### src/rtl/instr_fetch_unit_if.sv
// Fetch-unit bus bundle: instruction RAM read port, CPU issue handshake and status.
// master = fetch unit, slave = RAM/CPU side.
interface instr_fetch_unit_if;
  logic [7:0]  start_pc;
  logic        ram_rd;
  logic [7:0]  ram_addr;
  logic [15:0] ram_rdata;
  logic        cpu_waiting;
  logic [15:0] instr;
  logic        instr_valid;
  logic        redirect;
  logic [7:0]  redirect_pc;
  logic [7:0]  pc;
  logic        halted;

  modport master (
    input  start_pc, ram_rdata, cpu_waiting, redirect, redirect_pc,
    output ram_rd, ram_addr, instr, instr_valid, pc, halted
  );

  modport slave (
    output start_pc, ram_rdata, cpu_waiting, redirect, redirect_pc,
    input  ram_rd, ram_addr, instr, instr_valid, pc, halted
  );
endinterface

### src/rtl/instr_fetch_unit.sv
// Instruction fetch front-end for the lab7 CPU: owns the PC, reads 16-bit words
// from a synchronous RAM, issues them with a one-cycle pulse and stops on HALT.
module instr_fetch_unit #(
  parameter int unsigned RAM_LATENCY = 1,
  parameter logic [15:0] HALT_INSTR  = 16'hE000
) (
  input  logic               clk,
  input  logic               rst_n,
  instr_fetch_unit_if.master bus
);

  typedef enum logic [2:0] {
    S_INIT, S_REQ, S_WAIT, S_DECIDE, S_ACK, S_BUSY, S_HALT
  } state_t;

  localparam logic [1:0] LAT_M1 = 2'(RAM_LATENCY - 1);

  state_t      state, state_nxt;
  logic [7:0]  pc, pc_nxt;
  logic [7:0]  ram_addr;
  logic        ram_rd;
  logic [15:0] instr;
  logic        instr_valid;
  logic        halted;
  logic [1:0]  cnt;
  logic        redir_hit;
  logic        capture;

  always_comb begin
    state_nxt = state;
    pc_nxt    = pc;
    redir_hit = bus.redirect && (state != S_INIT) && (state != S_HALT);
    capture   = 1'b0;
    unique case (state)
      S_INIT: begin
        pc_nxt    = bus.start_pc;
        state_nxt = S_REQ;
      end
      S_REQ:  state_nxt = S_WAIT;
      S_WAIT: begin
        if (cnt == '0) begin
          capture   = 1'b1;
          state_nxt = S_DECIDE;
        end
      end
      S_DECIDE: begin
        if (instr == HALT_INSTR) begin
          state_nxt = S_HALT;
        end else begin
          pc_nxt    = pc + 8'd1;
          state_nxt = S_ACK;
        end
      end
      S_ACK:  state_nxt = S_BUSY;
      S_BUSY: if (bus.cpu_waiting) state_nxt = S_REQ;
      S_HALT: state_nxt = S_HALT;
      default: state_nxt = S_INIT;
    endcase
    // Redirect overrides everything above, including a pending capture or issue.
    if (redir_hit) begin
      pc_nxt    = bus.redirect_pc;
      state_nxt = S_REQ;
      capture   = 1'b0;
    end
  end

  // ram_rd/ram_addr are loaded on entry to S_REQ so the strobe and its address
  // are both presented to the RAM during the S_REQ cycle itself.
  always_ff @(posedge clk or negedge rst_n) begin
    if (!rst_n) begin
      state       <= S_INIT;
      pc          <= '0;
      ram_addr    <= '0;
      ram_rd      <= 1'b0;
      instr       <= '0;
      instr_valid <= 1'b0;
      halted      <= 1'b0;
      cnt         <= '0;
    end else begin
      state       <= state_nxt;
      pc          <= pc_nxt;
      ram_rd      <= (state_nxt == S_REQ);
      instr_valid <= (state_nxt == S_ACK);
      if (state_nxt == S_HALT) halted <= 1'b1;
      if (state_nxt == S_REQ) begin
        ram_addr <= pc_nxt;
        cnt      <= LAT_M1;
      end else if (state == S_WAIT && cnt != '0) begin
        cnt <= cnt - 2'd1;
      end
      if (capture) instr <= bus.ram_rdata;
    end
  end

  assign bus.ram_rd      = ram_rd;
  assign bus.ram_addr    = ram_addr;
  assign bus.instr       = instr;
  assign bus.instr_valid = instr_valid;
  assign bus.pc          = pc;
  assign bus.halted      = halted;

endmodule

### src/flat_wrapper.sv
// flat-port wrapper written by rule: the top's interface ports become plain ports
module instr_fetch_unit_flat 
#(
  parameter int unsigned RAM_LATENCY = 1,
  parameter logic [15:0] HALT_INSTR  = 16'hE000
)
  (clk, rst_n, bus_start_pc, bus_ram_rdata, bus_cpu_waiting, bus_redirect, bus_redirect_pc, bus_ram_rd, bus_ram_addr, bus_instr, bus_instr_valid, bus_pc, bus_halted);
  instr_fetch_unit_if bus_i ();
  input  logic clk;
  input  logic rst_n;
  input wire logic [$bits(bus_i.start_pc)-1:0] bus_start_pc;
  input wire logic [$bits(bus_i.ram_rdata)-1:0] bus_ram_rdata;
  input wire logic [$bits(bus_i.cpu_waiting)-1:0] bus_cpu_waiting;
  input wire logic [$bits(bus_i.redirect)-1:0] bus_redirect;
  input wire logic [$bits(bus_i.redirect_pc)-1:0] bus_redirect_pc;
  output wire logic [$bits(bus_i.ram_rd)-1:0] bus_ram_rd;
  output wire logic [$bits(bus_i.ram_addr)-1:0] bus_ram_addr;
  output wire logic [$bits(bus_i.instr)-1:0] bus_instr;
  output wire logic [$bits(bus_i.instr_valid)-1:0] bus_instr_valid;
  output wire logic [$bits(bus_i.pc)-1:0] bus_pc;
  output wire logic [$bits(bus_i.halted)-1:0] bus_halted;
  assign bus_i.start_pc = bus_start_pc;
  assign bus_i.ram_rdata = bus_ram_rdata;
  assign bus_i.cpu_waiting = bus_cpu_waiting;
  assign bus_i.redirect = bus_redirect;
  assign bus_i.redirect_pc = bus_redirect_pc;
  assign bus_ram_rd = bus_i.ram_rd;
  assign bus_ram_addr = bus_i.ram_addr;
  assign bus_instr = bus_i.instr;
  assign bus_instr_valid = bus_i.instr_valid;
  assign bus_pc = bus_i.pc;
  assign bus_halted = bus_i.halted;
  instr_fetch_unit #(.RAM_LATENCY(RAM_LATENCY), .HALT_INSTR(HALT_INSTR)) u_core (.clk(clk), .rst_n(rst_n), .bus(bus_i));
endmodule
### config.mk
export PLATFORM = sky130hd
export DESIGN_NAME = instr_fetch_unit_flat
export DESIGN_NICKNAME = d
export VERILOG_FILES = /design/src/rtl/instr_fetch_unit_if.sv /design/src/rtl/instr_fetch_unit.sv /design/src/flat_wrapper.sv
export SDC_FILE = /design/constraint.sdc
export NUM_CORES = 1
export LEC_CHECK = 0
export CORE_UTILIZATION = 47
export CTS_CLUSTER_SIZE = 14
export DETAILED_ROUTE_END_ITERATION = 8
export PLACE_DENSITY_LB_ADDON = 0.05
export SYNTH_ARGS = -nofsm -noshare
export SYNTH_HDL_FRONTEND = slang
export SYNTH_SLANG_ARGS = --single-unit
export TNS_END_PERCENT = 5
### constraint.sdc
create_clock -name clk -period 2.45 [get_ports clk]
set_input_delay 0.49 -clock clk [delete_from_list [all_inputs] [get_ports clk]]
set_output_delay 0.49 -clock clk [all_outputs]
set_load 0.02 [all_outputs]
==> impl_results.md <==
* Gpl congestion at around 0.85
* # nets final at between 300 and 400
* P_sw at approximately 1.8 mW
* Most common cell in the netlist: dfrtp_1
* # IOs at 71
* Die extent in y at about 71 um
* Crit path time final at between 2 and 2.5 ns
* Distinct cells, synth at 53
* Final TNS setup at 0 ns
* Number of antenna violations at the first check in global routing at 0
* Reg2Reg Setup Slack at ~0.35 ns
* FFs w/ async S/R, synth at 1.00
* Main area contributors after synthesis: dfrtp_1 44%, mux2_2 8.0%, o21ai_0 4.4%
* Drc violations at 4
* Vias in the first global route at around 2.0k
* Post-CTS setup buffer count at 0
* Area Overhead vs Synth at 37.7%
* Max VDD drop at 688 uV
* Post-synth top flop: dfrtp_1
* Final setup violating endpoints at 0
* Ant. Diodes at 0
* Worst Path Max Fanout at 21
* Unrepaired setup endpoints after global routing: false
* Worst r2r path cells at 6
* Fmax at 477 MHz
* Max Clock Skew at 0.00631 ns
* Crit. Startpoint: u_core.state[2]$_DFF_PN0_
* Worst r2r src: u_core.state[2]$_DFF_PN0_
* Std cell rows at 24
* Sw Ratio at 0.436
* Syn_area_per_cell at 10.2 um^2
* Yosys reg bits at 40
* Vias per inst at ~5.9
* Clock Pin Slew Worst Setup and Hold Paths at about 0.080 ns
* Sink Count at 40
* Drt first pass iters at 7
* Cts bufs inserted at 5
* YS warnings at 0
* Fin cells at approximately 350
* Synth top area share at 0.443
* Leak at about 1.3 nW
* Failing checks: design-rule violations
* Final wirelength at between 5000 and 6000 um
* Fin crit share at 0.856
* Setup slack after layout at 0.353 ns
* Final core occ at 0.695
* Worst skew pair latency at between 0.2 and 0.3 ns
* Grt ovf at 0
* GR Util All Layers at 0.245
* Synth top cells by count: 40 x dfrtp_1, 20 x o21ai_0, 16 x mux2_2, 16 x nor2_1, 11 x inv_1
* Post-DRT Antenna Nets at 0
* Die Wd at 71.3 um
* Routed length per instance at approximately 17 um
* Hold Path Class: primary input to async pin
* Worst setup path end: u_core.bus.ram_addr[7]$_DFFE_PN0N_
* CP endpoint kind: flip-flop
* Mapped Cells at ~220
* Metal-1 WL at roughly 2500 um
* TritonCTS clock tree: done
* Post-synth EDFFs at 0
* Cell taking the most area after synthesis: dfrtp_1
* Post-synthesis sequential area ratio at 0.443
* Worst Path Required at between 2 and 3 ns
* Metal2 WL at between 2000 and 3000 um
* Share of cells above drive strength 1 at 0.142
* Crit-path cells: nor3b_1 > o21ai_1 > o2111a_1 > nand2_4 > inv_4 > mux2_4
* Pre-CTS WS at 0.165 ns
* Reg power frac at 0.329
* Register area at ~1000 um^2
* Status: complete, but fails checks
* Synth Cell Area at between 2000 and 2500 um^2
* Power Dens Cells at 1360 nW/um^2
* Slew @ Worst Pin at slightly below 0.9 ns
* Largest net degree at the start of global routing at between 40 and 50
* Post-cts sizing count at 0
* Fill count at 359
* Max incr delay on CP at roughly 0.74 ns
* Root Buffer: clkbuf_8
* Total Die Area at between 5000 and 6000 um^2
* CP arrival at around 2.3 ns
* Port bufs at 70
* Drt initial violations at 180
* Pint at 2.39 mW
* Synthesized net count at between 200 and 300
* Top Metal Used: met4
* Multi-input logic area at ~1100 um^2
* Fin Hold WS at roughly 0.31 ns
* Initial core utilization at 0.505
* Hold_buf cts at 0
* Via count at between 2k and 2.5k
* Crit-path slowest cell: dfrtp_1
* Worst R2R End: u_core.bus.ram_addr[7]$_DFFE_PN0N_
* Clock power frac at 0.107
* Hold Fails Final Rpt at 0
* Routed wl met3 at a little under 400 um
* Max-cap viol count at 0
* Core ar. at between 4000 and 5000 um^2
* Worst path bufs/invs at 1
* Crit path kind: flip-flop to flip-flop
* CTS max path bufs at 2
* Max-slew headroom at 0.413
* Hpwl dp at approximately 4400 um
* Placed insts at 340
* Slew Limit Fails at 0
* Crit. path cell count at 6
* Crit path max-delay family: flip-flops
* CP startpoint kind: flip-flop
* Comb pwr share at 0.564
* Global-route wire length before repair at roughly 9500 um
* H-tree depth at 2
[routing by layer]
layer  vias up  global-route usage
met5         -                   0
met4         0              0.0778
met3        10              0.0605
met2        82               0.402
met1       985               0.319
li1        969                   -
[final cells by class]
class / count / share of cell area
inverter: 13 / 0.0165
multi-input combinational: 157 / 0.369
sequential: 40 / 0.322
timing repair buffer: 78 / 0.243
clock buffer: 8 / 0.0290
tap: 52 / 0.0209
[stage by stage]
step,power [mW],cell area [um^2]
3_3_place_gp,3.74,3020
3_5_place_dp,3.78,3020
5_1_grt,4.49,3110
6_report,4.23,3110
4_1_cts,4.24,3110
2_1_floorplan,2.78,2260
[cell usage in the layout, fill, tap and decap left out, drive strengths merged, types with 4 or more instances in the layout]
cell	n
o211ai	4
a21oi	10
nand4	4
o21ai	21
nand2	10
dfrtp	40
inv	13
o22ai	5
nor2	16
buf	9
clkdlybuf4s50	69
clkbuf	8
nand3	4
or3	4
a211o	8
a31oi	5
a21o	4
mux2	18
[flip-flops by register name (all words and copies together), names as in the netlist]
register	cells
u_core.bus.halted	1
u_core.bus.instr	16
u_core.bus.instr_valid	1
u_core.bus.pc	8
u_core.bus.ram_addr	8
u_core.bus.ram_rd	1
u_core.cnt	2
u_core.state	3
[power groups by stage]
stage	Combinational, mW	Sequential [mW]	Clock, mW
5_1_grt	2.55	1.44	0.488
3_5_place_dp	2.38	1.40	0
3_3_place_gp	2.34	1.40	0
2_1_floorplan	1.17	1.61	0
4_1_cts	2.39	1.39	0.462
6_report	2.39	1.39	0.454
[cells by family (layout without fill, tap and decap cells)]
family	after synthesis	in the layout	synth area share
AO/OA/AOI/OAI	73	73	0.214
AND/OR/NAND/NOR	60	60	0.173
flip-flops	40	40	0.443
buffers and inverters	25	99	0.0493
multiplexers	19	19	0.0975
XOR/XNOR	3	3	0.0116
adder cells (fa/ha/maj)	2	2	0.0111
[worst min-delay path by stage]
stage | startpoint | endpoint | slack, ns | depth (start not counted)
after floorplan | rst_n | u_core.bus.halted$_DFFE_PN0N_ | 0.19 | 0
after global placement | u_core.bus.halted$_DFFE_PN0N_ | u_core.bus.halted$_DFFE_PN0N_ | 0.44 | 1
after detailed placement | u_core.bus.halted$_DFFE_PN0N_ | u_core.bus.halted$_DFFE_PN0N_ | 0.45 | 1
after CTS | rst_n | u_core.bus.pc[3]$_DFF_PN0_ | 0.34 | 1
after global routing | rst_n | u_core.bus.halted$_DFFE_PN0N_ | 0.38 | 1
final | rst_n | u_core.bus.halted$_DFFE_PN0N_ | 0.31 | 1
[worst register-to-register path, delay by kind of cell (launching register included)]
kind,cells,cell delay (ns)
multiplexers,1,0.31
AND/OR/NAND/NOR,2,0.25
AO/OA/AOI/OAI,2,0.58
buffers and inverters,1,0.12
flip-flops,1,0.74
Note: power is estimated with default switching activity, not from simulation.
